$ cat src/rtl/vga_sync_decoder_if.sv
// Pin-side VGA stream plus the recovered timing/checksum outputs of the decoder.
interface vga_sync_decoder_if;
    logic        hsync;
    logic        vsync;
    logic [3:0]  r;
    logic [3:0]  g;
    logic [3:0]  b;
    logic        locked;
    logic        pix_valid;
    logic [9:0]  x;
    logic [9:0]  y;
    logic [11:0] rgb_out;
    logic        frame_start;
    logic        h_err;
    logic        v_err;
    logic [15:0] frame_sum;
    logic        frame_sum_valid;
    logic [7:0]  frame_count;

    // Source side: drives the pins, observes the decoder results.
    modport master (
        output hsync, vsync, r, g, b,
        input  locked, pix_valid, x, y, rgb_out, frame_start,
               h_err, v_err, frame_sum, frame_sum_valid, frame_count
    );

    // Decoder side.
    modport slave (
        input  hsync, vsync, r, g, b,
        output locked, pix_valid, x, y, rgb_out, frame_start,
               h_err, v_err, frame_sum, frame_sum_valid, frame_count
    );
endinterface

$ cat src/rtl/vga_sync_decoder.sv
// VGA receive-side timing recovery: locks to the sync stream, recovers x/y and
// the active-pixel qualifier, flags line/frame length errors and sums each
// complete locked frame.
//
// state  | meaning
// SEARCH | waiting for one correct-length line
// ACQ_H  | line timing seen, waiting for the first frame edge
// ACQ_V  | measuring a full frame between frame edges
// LOCKED | timing confirmed; pixels qualified, errors and checksums reported
module vga_sync_decoder #(
    parameter int H_TOTAL  = 800,
    parameter int H_SYNC   = 96,
    parameter int H_BP     = 48,
    parameter int H_ACTIVE = 640,
    parameter int V_TOTAL  = 525,
    parameter int V_SYNC   = 2,
    parameter int V_BP     = 33,
    parameter int V_ACTIVE = 480,
    parameter bit SYNC_POL = 1'b0
) (
    input logic               clk,
    input logic               reset,
    vga_sync_decoder_if.slave vga
);

    localparam bit          SYNC_OFF  = !SYNC_POL;
    localparam logic [11:0] LINE_LEN  = 12'(H_TOTAL);
    localparam logic [10:0] FRAME_LEN = 11'(V_TOTAL);
    localparam logic [10:0] H_FIRST   = 11'(H_SYNC + H_BP);
    localparam logic [10:0] H_LAST    = 11'(H_SYNC + H_BP + H_ACTIVE - 1);
    localparam logic [9:0]  V_FIRST   = 10'(V_SYNC + V_BP);
    localparam logic [9:0]  V_LAST    = 10'(V_SYNC + V_BP + V_ACTIVE - 1);
    localparam logic [10:0] H_MAX     = 11'd2047;
    localparam logic [9:0]  V_MAX     = 10'd1023;

    typedef enum logic [1:0] {SEARCH, ACQ_H, ACQ_V, LOCKED} state_t;

    state_t      state;
    logic        hs1, vs1, hs_prev, vs_hist;
    logic [11:0] rgb1;
    // hcnt/vcnt hold the position of the previous stage-1 sample, so the
    // length of a completed line/frame is simply count+1 at the next edge.
    logic [10:0] hcnt;
    logic [9:0]  vcnt;
    logic [15:0] run_sum;

    logic        hs_edge, frame_edge, line_bad, frame_bad, frame_good, h_lost;
    logic        active;
    logic [11:0] line_len;
    logic [10:0] frame_len;
    logic [10:0] hc_cur;
    logic [9:0]  vc_cur;
    logic [15:0] sum_next;

    // Edge detection and the position of the pixel currently in stage 1.
    always_comb begin
        hs_edge    = (hs1 == SYNC_POL) && (hs_prev != SYNC_POL);
        frame_edge = hs_edge && (vs1 == SYNC_POL) && (vs_hist != SYNC_POL);
        line_len   = {1'b0, hcnt} + 12'd1;
        frame_len  = {1'b0, vcnt} + 11'd1;
        line_bad   = hs_edge && (line_len != LINE_LEN);
        frame_bad  = frame_edge && (frame_len != FRAME_LEN);
        frame_good = frame_edge && (frame_len == FRAME_LEN);
        h_lost     = !hs_edge && (hcnt == H_MAX - 11'd1);
        if (hs_edge)
            hc_cur = '0;
        else if (hcnt == H_MAX)
            hc_cur = H_MAX;
        else
            hc_cur = hcnt + 11'd1;
        vc_cur = vcnt;
        if (frame_edge)
            vc_cur = '0;
        else if (hs_edge && (vcnt != V_MAX))
            vc_cur = vcnt + 10'd1;
        active   = (hc_cur >= H_FIRST) && (hc_cur <= H_LAST) &&
                   (vc_cur >= V_FIRST) && (vc_cur <= V_LAST);
        sum_next = run_sum + ((active && (state == LOCKED)) ? {4'd0, rgb1} : 16'd0);
    end

    // Input stage, counters, lock FSM and registered outputs.
    always_ff @(posedge clk) begin
        if (reset) begin
            state               <= SEARCH;
            hs1                 <= SYNC_OFF;
            vs1                 <= SYNC_OFF;
            hs_prev             <= SYNC_OFF;
            vs_hist             <= SYNC_OFF;
            rgb1                <= '0;
            hcnt                <= '0;
            vcnt                <= '0;
            run_sum             <= '0;
            vga.locked          <= 1'b0;
            vga.pix_valid       <= 1'b0;
            vga.x               <= '0;
            vga.y               <= '0;
            vga.rgb_out         <= '0;
            vga.frame_start     <= 1'b0;
            vga.h_err           <= 1'b0;
            vga.v_err           <= 1'b0;
            vga.frame_sum       <= '0;
            vga.frame_sum_valid <= 1'b0;
            vga.frame_count     <= '0;
        end else begin
            hs1     <= vga.hsync;
            vs1     <= vga.vsync;
            rgb1    <= {vga.r, vga.g, vga.b};
            hs_prev <= hs1;
            if (hs_edge)
                vs_hist <= vs1;
            hcnt    <= hc_cur;
            vcnt    <= vc_cur;
            run_sum <= sum_next;

            vga.pix_valid       <= active && (state == LOCKED);
            vga.rgb_out         <= rgb1;
            vga.frame_start     <= frame_edge;
            vga.h_err           <= 1'b0;
            vga.v_err           <= 1'b0;
            vga.frame_sum_valid <= 1'b0;
            if (active) begin
                vga.x <= 10'(hc_cur - H_FIRST);
                vga.y <= vc_cur - V_FIRST;
            end

            case (state)
                SEARCH: begin
                    if (hs_edge && (line_len == LINE_LEN))
                        state <= ACQ_H;
                end
                ACQ_H: begin
                    if (line_bad)
                        state <= SEARCH;
                    else if (frame_edge)
                        state <= ACQ_V;
                end
                ACQ_V: begin
                    if (line_bad) begin
                        state <= SEARCH;
                    end else if (frame_good) begin
                        state      <= LOCKED;
                        vga.locked <= 1'b1;
                        run_sum    <= '0;
                    end
                end
                LOCKED: begin
                    if (line_bad || frame_bad || h_lost) begin
                        vga.h_err  <= line_bad || h_lost;
                        vga.v_err  <= frame_bad;
                        state      <= SEARCH;
                        vga.locked <= 1'b0;
                        run_sum    <= '0;
                    end else if (frame_good) begin
                        vga.frame_sum       <= sum_next;
                        vga.frame_sum_valid <= 1'b1;
                        vga.frame_count     <= vga.frame_count + 8'd1;
                        run_sum             <= '0;
                    end
                end
                default: state <= SEARCH;
            endcase
        end
    end

endmodule

$ cat src/flat_wrapper.sv
// flat-port wrapper written by rule: the top's interface ports become plain ports
module vga_sync_decoder_flat 
#(
    parameter int H_TOTAL  = 800,
    parameter int H_SYNC   = 96,
    parameter int H_BP     = 48,
    parameter int H_ACTIVE = 640,
    parameter int V_TOTAL  = 525,
    parameter int V_SYNC   = 2,
    parameter int V_BP     = 33,
    parameter int V_ACTIVE = 480,
    parameter bit SYNC_POL = 1'b0
)
  (clk, reset, vga_hsync, vga_vsync, vga_r, vga_g, vga_b, vga_locked, vga_pix_valid, vga_x, vga_y, vga_rgb_out, vga_frame_start, vga_h_err, vga_v_err, vga_frame_sum, vga_frame_sum_valid, vga_frame_count);
  vga_sync_decoder_if vga_i ();
  input logic clk;
  input logic reset;
  input wire logic [$bits(vga_i.hsync)-1:0] vga_hsync;
  input wire logic [$bits(vga_i.vsync)-1:0] vga_vsync;
  input wire logic [$bits(vga_i.r)-1:0] vga_r;
  input wire logic [$bits(vga_i.g)-1:0] vga_g;
  input wire logic [$bits(vga_i.b)-1:0] vga_b;
  output wire logic [$bits(vga_i.locked)-1:0] vga_locked;
  output wire logic [$bits(vga_i.pix_valid)-1:0] vga_pix_valid;
  output wire logic [$bits(vga_i.x)-1:0] vga_x;
  output wire logic [$bits(vga_i.y)-1:0] vga_y;
  output wire logic [$bits(vga_i.rgb_out)-1:0] vga_rgb_out;
  output wire logic [$bits(vga_i.frame_start)-1:0] vga_frame_start;
  output wire logic [$bits(vga_i.h_err)-1:0] vga_h_err;
  output wire logic [$bits(vga_i.v_err)-1:0] vga_v_err;
  output wire logic [$bits(vga_i.frame_sum)-1:0] vga_frame_sum;
  output wire logic [$bits(vga_i.frame_sum_valid)-1:0] vga_frame_sum_valid;
  output wire logic [$bits(vga_i.frame_count)-1:0] vga_frame_count;
  assign vga_i.hsync = vga_hsync;
  assign vga_i.vsync = vga_vsync;
  assign vga_i.r = vga_r;
  assign vga_i.g = vga_g;
  assign vga_i.b = vga_b;
  assign vga_locked = vga_i.locked;
  assign vga_pix_valid = vga_i.pix_valid;
  assign vga_x = vga_i.x;
  assign vga_y = vga_i.y;
  assign vga_rgb_out = vga_i.rgb_out;
  assign vga_frame_start = vga_i.frame_start;
  assign vga_h_err = vga_i.h_err;
  assign vga_v_err = vga_i.v_err;
  assign vga_frame_sum = vga_i.frame_sum;
  assign vga_frame_sum_valid = vga_i.frame_sum_valid;
  assign vga_frame_count = vga_i.frame_count;
  vga_sync_decoder #(.H_TOTAL(H_TOTAL), .H_SYNC(H_SYNC), .H_BP(H_BP), .H_ACTIVE(H_ACTIVE), .V_TOTAL(V_TOTAL), .V_SYNC(V_SYNC), .V_BP(V_BP), .V_ACTIVE(V_ACTIVE), .SYNC_POL(SYNC_POL)) u_core (.clk(clk), .reset(reset), .vga(vga_i));
endmodule
$ cat config.mk
export PLATFORM = sky130hd
export DESIGN_NAME = vga_sync_decoder_flat
export DESIGN_NICKNAME = d
export VERILOG_FILES = /design/src/rtl/vga_sync_decoder_if.sv /design/src/rtl/vga_sync_decoder.sv /design/src/flat_wrapper.sv
export SDC_FILE = /design/constraint.sdc
export NUM_CORES = 1
export LEC_CHECK = 0
export ABC_AREA = 1
export CAP_MARGIN = 30
export CORE_MARGIN = 3
export CORE_UTILIZATION = 58
export CTS_BUF_LIST = sky130_fd_sc_hd__clkbuf_8
export DETAILED_ROUTE_END_ITERATION = 16
export GPL_TIMING_DRIVEN = 0
export HOLD_SLACK_MARGIN = 0.12
export PLACE_DENSITY_LB_ADDON = 0.05
export SLEW_MARGIN = 20
export SYNTH_ARGS = -nofsm -noshare
export SYNTH_HDL_FRONTEND = slang
export SYNTH_SLANG_ARGS = --single-unit
$ cat constraint.sdc
create_clock -name clk -period 5.35 [get_ports clk]
set_clock_uncertainty 0.2 [all_clocks]
set_input_delay 1.3375 -clock clk [delete_from_list [all_inputs] [get_ports clk]]
set_output_delay 1.3375 -clock clk [all_outputs]
set_load 0.02 [all_outputs]
==> flow_metrics.tcl, run 1 <==
set metrics [dict create \
    status "complete, no violations" \
    yosysMostFrequentCell "nand2_1" \
    place.gp.congestion 0.880 \
    reg2reg_slack_ns 0.44 \
    area_growth_pct 22.5 \
    reg2reg_to "u_core.vga.frame_sum[11]$_SDFFE_PP0P_" \
    routedWlPerCell_microns 12.9 \
    dr.pass1.iters 5 \
    relSlewSlack 0.604 \
    place.port_buffers 76 \
    cts_tree "built" \
    r2r_start "u_core.vcnt[0]$_SDFF_PP0_" \
    synthTopCellsByCount "nand2_1 (215), nor2_1 (173), dfxtp_1 (117), inv_1 (83), nand3_1 (40)" \
    setup_viol_count_final 0 \
    cp-endpoint "u_core.vga.frame_sum[11]$_SDFFE_PP0P_" \
    syn_area_sq_um 6160 \
    p_leak_nw 3.39 \
    finalCriticalPeriod_ns 4.91 \
    r2r_cells 31 \
    dieWidth_microns 109 \
    nNetsFinal 988 \
    drive_gt1_frac 0.133 \
    htree_levels 4 \
    yosysUniqueCellTypes 46 \
    p_total_mw 2.00 \
    rsz0062_at_grt "no" \
    synth.area.top_cells "dfxtp_1 (38%), nand2_1 (13%), nor2_1 (11%), inv_1 (5.1%), ha_1 (4.5%)" \
    final_max_slew_viol_count 0 \
    final_antenna_net_count 0 \
    grt_pass1_wl_mm 23.0 \
    worstSetupEndpointType "flop" \
    grt_overflow 0 \
    synthArstFlopShare 0 \
    ys_warn_count 0 \
    initial_core_util 0.597 \
    routed_wl_mm 14.1 \
    dpl.hpwl_mm 10.8 \
    ir_drop_mv 0.138 \
    die_h_microns 109 \
    pin_count 78 \
    viasPerCell 4.99 \
    vias 5479 \
    hold_violations 0 \
    crit_top_cell "nand2_1" \
    required_ns 5.54 \
    finalCritPeriodShare 0.917 \
    cts-buffers-inserted 17 \
    hold_path.class "reg -> reg" \
    cts_resized 0 \
    synth-seq-cells 117 \
    cp_slowest_cell "dfxtp_1" \
    route.detailed.drc 0 \
    maxCapViolCount 0 \
    yosysTopAreaCellShare 0.380 \
    cts-root-buf "clkbuf_8" \
    crit_path_start_kind "flop" \
    synth_edf_count 0 \
    synth.avg_cell_area_sq_um 7.22 \
    cts_setup_buffers 0 \
    clockBufferDepth 2 \
    arrival_ns 5.09 \
    tns_ns 0 \
    diodes 0 \
    clock_sinks 117 \
    syn_nets 893 \
    crit_type "reg -> reg" \
    syn_inst 854 \
    startpoint "u_core.vcnt[0]$_SDFF_PP0_" \
    grt_usage 0.245 \
    cp_max_fo 10 \
    insertion_delay_ns 0.44 \
    grt_antenna_before_repair 0 \
    fp.dieArea_sq_um 11900 \
    max_stage_delay_ns 0.50 \
    core_sq_um 10300 \
    grt_start_max_net_pins 17 \
    tightest_slew_ns 0.594 \
    n_fill_cell 815 \
    drt-initial-drc-count 295 \
    cts_hold_buffers 0 \
    yosysSeqAreaShare 0.380 \
    ys_dominant_reg_cell "dfxtp_1" \
    path_clk_slew_ns 0.08 \
    rows 37 \
    max_freq_mhz 204 \
    p_per_area_nw_per_um2 264 \
    synth_area_leader_cell "dfxtp_1" \
    grt_pass1_vias 5155 \
]
[where the power goes]
group | internal, mW | switching, mW | leakage, nW | total, mW
clock | 0.563 | 0.366 | 0.226 | 0.930
combinational | 0.0612 | 0.105 | 2.21 | 0.166
sequential | 0.888 | 0.0119 | 0.950 | 0.899
total | 1.51 | 0.483 | 3.39 | 2.00
[routing by layer]
layer	global-route usage	share of wire
met5	0	0
met4	0.0893	0.022
met3	0.0497	0.052
met2	0.425	0.49
met1	0.299	0.43
[worst min-delay path by stage]
stage                                    startpoint                               end  slack (ns)  cells after the start
after floorplan           u_core.rgb1[0]$_SDFF_PP0_  u_core.vga.rgb_out[0]$_SDFF_PP0_        0.21                      2
after global placement        u_core.hs1$_SDFF_PP1_         u_core.hs_prev$_SDFF_PP1_        0.23                      2
after detailed placement      u_core.hs1$_SDFF_PP1_         u_core.hs_prev$_SDFF_PP1_        0.24                      2
after global routing          u_core.hs1$_SDFF_PP1_         u_core.hs_prev$_SDFF_PP1_        0.27                      2
after CTS                     u_core.hs1$_SDFF_PP1_         u_core.hs_prev$_SDFF_PP1_        0.25                      2
final                         u_core.hs1$_SDFF_PP1_         u_core.hs_prev$_SDFF_PP1_        0.25                      2
[per-stage QoR]
| step | util | instances | instance area, sq um | worst slack (ns) | hold slack [ns] |
|---|---|---|---|---|---|
| after detailed placement | 0.687 | 1066 | 7100 | 0.408 | 0.236 |
| final | 0.732 | 1098 | 7550 | 0.445 | 0.250 |
| after global routing | 0.732 | 1098 | 7550 | 0.0591 | 0.271 |
| after CTS | 0.732 | 1098 | 7550 | 0.347 | 0.255 |
| after global placement | 0.687 | 1066 | 7100 | 0.515 | 0.230 |
| after floorplan | - | 854 | 6160 | 1.15 | 0.210 |
[critical path, delay by kind of cell (launching register included)]
kind | cells | cell delay [ns]
buffers and inverters | 1 | 0.18
flip-flops | 1 | 0.50
AND/OR/NAND/NOR | 23 | 2.42
adder cells (fa/ha/maj) | 3 | 0.84
AO/OA/AOI/OAI | 4 | 0.72
[logic make-up (layout without fill, tap and decap cells)]
group,after synthesis,count (layout),synth area share
compound gates,54,54,0.0495
xor+xnor,29,29,0.0412
fa+ha+maj,23,23,0.0479
buf+inv,119,227,0.0917
flops,117,117,0.380
simple gates,512,512,0.390
[registers in the layout, indices dropped and copies added, names as in the netlist, 2 cells and up]
name,count
u_core.vga.frame_sum,16
u_core.vga.y,10
u_core.vga.rgb_out,12
u_core.vga.frame_count,8
u_core.state,2
u_core.vga.x,10
u_core.hcnt,11
u_core.rgb1,12
u_core.vcnt,10
u_core.run_sum,16
[cells in the final DEF (no fill, tap or decap), types with 3 or more instances in the layout]
| cell type | count |
|---|---|
| nand2_1 | 215 |
| nor2_1 | 173 |
| dfxtp_1 | 117 |
| inv_1 | 84 |
| clkdlybuf4s50_1 | 76 |
| nand3_1 | 40 |
| a21oi_1 | 27 |
| ha_1 | 22 |
| clkbuf_8 | 19 |
| xnor2_1 | 19 |
| nor2_2 | 16 |
| nor2_4 | 15 |
| o21ai_0 | 15 |
| nand2_2 | 13 |
| buf_6 | 10 |
| xor2_1 | 10 |
| inv_2 | 9 |
| nand3_2 | 7 |
| clkbuf_1 | 7 |
| nand4_1 | 6 |
| bufinv_16 | 5 |
| nand3_4 | 4 |
| nand2_4 | 4 |
| buf_2 | 4 |
| nor3_1 | 4 |
| nand3b_1 | 3 |
| clkinv_2 | 3 |
| clkinvlp_4 | 3 |
[layout make-up]
class | instances | area (sq um) | area share
Clock inverter | 14 | 209 | 0.0277
Clock buffer | 18 | 248 | 0.0328
Buffer | 25 | 199 | 0.0263
Sequential cell | 117 | 2340 | 0.310
Tap cell | 136 | 170 | 0.0225
Inverter | 94 | 367 | 0.0485
Multi-Input combinational cell | 618 | 3260 | 0.431
Timing Repair Buffer | 76 | 761 | 0.101
Note: power is estimated with default switching activity, not from simulation.
==> run 2: changes to the inputs <==
CORE_UTILIZATION = 35   (was 58)
==> run 2 against run 1 <==
  * Clock-buffer cell count grew 1
  * Core utilization shrank 28 points
  * Critical endpoint unchanged
  * Clock power shrank 20%
  * Register-to-register slack gained 0.08 ns
  * Highest routed layer unchanged
  * Worst setup slack gained 0.084 ns
  * Combinational power grew 3%
  * Via count shrank 4.5%
  * Global-route usage shrank 8.1 points
  * Wire length grew 8.5%
  * Die area grew 62%
  * Total power shrank 9.0%
  * Design area grew 0.40%
==> flow_metrics.tcl, run 2 (synthesis gave the netlist of run 1 again) <==
set metrics [dict create \
    rsz0062_at_grt "no" \
    p_sw_uw 517 \
    grt_usage 0.164 \
    diodes 0 \
    tns_ns 0 \
    grt_pass1_wl_mm 25.7 \
    grt_antenna_before_repair 0 \
    routedWlPerCell_microns 12.9 \
    dr.pass1.iters 4 \
    worst_slack_ns 0.529 \
    power_frac_seq 0.495 \
    sw_frac_of_total 0.285 \
    place_ws_ns 0.0582 \
    cts-buffers-inserted 17 \
    core_sq_um 16900 \
    mostFrequentLayoutCells "nand2_1 (215), nor2_1 (171), dfxtp_1 (116)" \
    cts-root-buf "clkbuf_8" \
    final_max_slew_viol_count 0 \
    hold_violations 0 \
    cp_max_fo 10 \
    initial_core_util 0.364 \
    grt_overflow 0 \
    final_core_util 0.448 \
    worstSetupEndpointType "flop" \
    max_stage_delay_ns 0.45 \
    cp_slowest_cell "dfxtp_1" \
    clockBufferDepth 2 \
    setup_viol_count_final 0 \
    relSlewSlack 0.531 \
    drt-initial-drc-count 234 \
    ir_drop_mv 0.141 \
    clock_sinks 117 \
    routed_wl_mm 15.3 \
    dpl.cell_count 1150 \
    required_ns 5.55 \
    maxCapViolCount 0 \
    grt_pass1_vias 5110 \
    p_per_area_nw_per_um2 239 \
    place.port_buffers 76 \
    finalCriticalPeriod_ns 4.82 \
    cts_tree "built" \
    area_growth_pct 23.0 \
    p_leak_nw 3.35 \
    cts_hold_buffers 0 \
    dieWidth_microns 139 \
    crit_type "reg -> reg" \
    htree_levels 4 \
    insertion_delay_ns 0.45 \
    path_clk_slew_ns 0.08 \
    internal_power_mw 1.30 \
    arrival_ns 5.02 \
    hold_path_depth 2 \
    status "complete, no violations" \
    viasPerCell 4.42 \
    max_freq_mhz 207 \
    place.gp.congestion 0.869 \
    finalCritPeriodShare 0.901 \
    route.detailed.drc 0 \
    r2r_cells 31 \
    crit_path_start_kind "flop" \
    power_frac_comb 0.094 \
    nNetsFinal 990 \
    tightest_slew_ns 0.704 \
    dpl.hpwl_mm 11.7 \
    drive_gt1_frac 0.139 \
    instances_no_fill 1184 \
    hold_ws_ns 0.241 \
    pin_count 78 \
    reg.largest.list "u_core.run_sum x16, u_core.vga.frame_sum x16" \
    rows 47 \
    fp.dieArea_sq_um 19200 \
    final_common_cell "nand2_1" \
    p_total_mw 1.82 \
    crit_top_cell "nand2_1" \
    vias 5235 \
    grt_start_max_net_pins 17 \
    n_fill_cell 1786 \
    place_area_sq_um 7200 \
    final_antenna_net_count 0 \
    p_clk_frac 0.411 \
    final_area_sq_um 7580 \
    die_h_microns 139 \
    hold_path.class "reg -> reg" \
]
-- run 2: layout make-up --
class	instances	area, sq um	area share
Multi-Input combinational cell	618	3260	0.430
Timing Repair Buffer	78	776	0.102
Buffer	25	199	0.0262
Tap cell	220	275	0.0363
Inverter	94	367	0.0483
Clock inverter	13	98.8	0.0130
Clock buffer	19	262	0.0345
Sequential cell	117	2340	0.309
-- run 2: per-layer routing --
metal | GRT usage | routed length [microns] | part of all wire
met5 | 0 | 0 | 0
met4 | 0.0479 | 189 | 0.012
met3 | 0.0428 | 673 | 0.044
met2 | 0.273 | 7090 | 0.46
met1 | 0.210 | 7350 | 0.48
-- run 2: what timing repair did --
item                       in CTS  in global routing
resized for setup               0                  4
buffers inserted                0                  2
setup endpoints to repair       0                 11
-- run 2: worst paths after layout --
| kind | start | to | slack, ns |
|---|---|---|---|
| setup / recovery | u_core.vcnt[1]$_SDFF_PP0_ | u_core.vga.frame_sum[11]$_SDFFE_PP0P_ | 0.53 |
| hold / removal | u_core.hs1$_SDFF_PP1_ | u_core.hs_prev$_SDFF_PP1_ | 0.24 |
| setup reg to reg | u_core.vcnt[1]$_SDFF_PP0_ | u_core.vga.frame_sum[11]$_SDFFE_PP0P_ | 0.53 |
| hold reg to reg | u_core.hs1$_SDFF_PP1_ | u_core.hs_prev$_SDFF_PP1_ | 0.24 |
-- run 2: power by group through the flow --
stage | Combinational, mW | Sequential [mW] | Clock, mW
after floorplan | 0.114 | 0.921 | 0
after global placement | 0.169 | 0.919 | 0
after detailed placement | 0.169 | 0.919 | 0
after CTS | 0.169 | 0.898 | 0.779
after global routing | 0.192 | 0.900 | 0.815
final | 0.171 | 0.899 | 0.746
-- run 2: critical path, delay by kind of cell, from the launching register on --
family / cells / cell delay [ns]
adders and majority gates: 3 / 0.81
AOI/OAI and AO/OA: 4 / 0.77
DFF: 1 / 0.45
buffers and inverters: 1 / 0.18
and+or+nand+nor: 23 / 2.33
==> run 3: changes to the inputs <==
CORE_UTILIZATION = 58   (was 35)
==> results of run 3 <==
The final DEF is identical to that of run 1; final timing and power are the same.
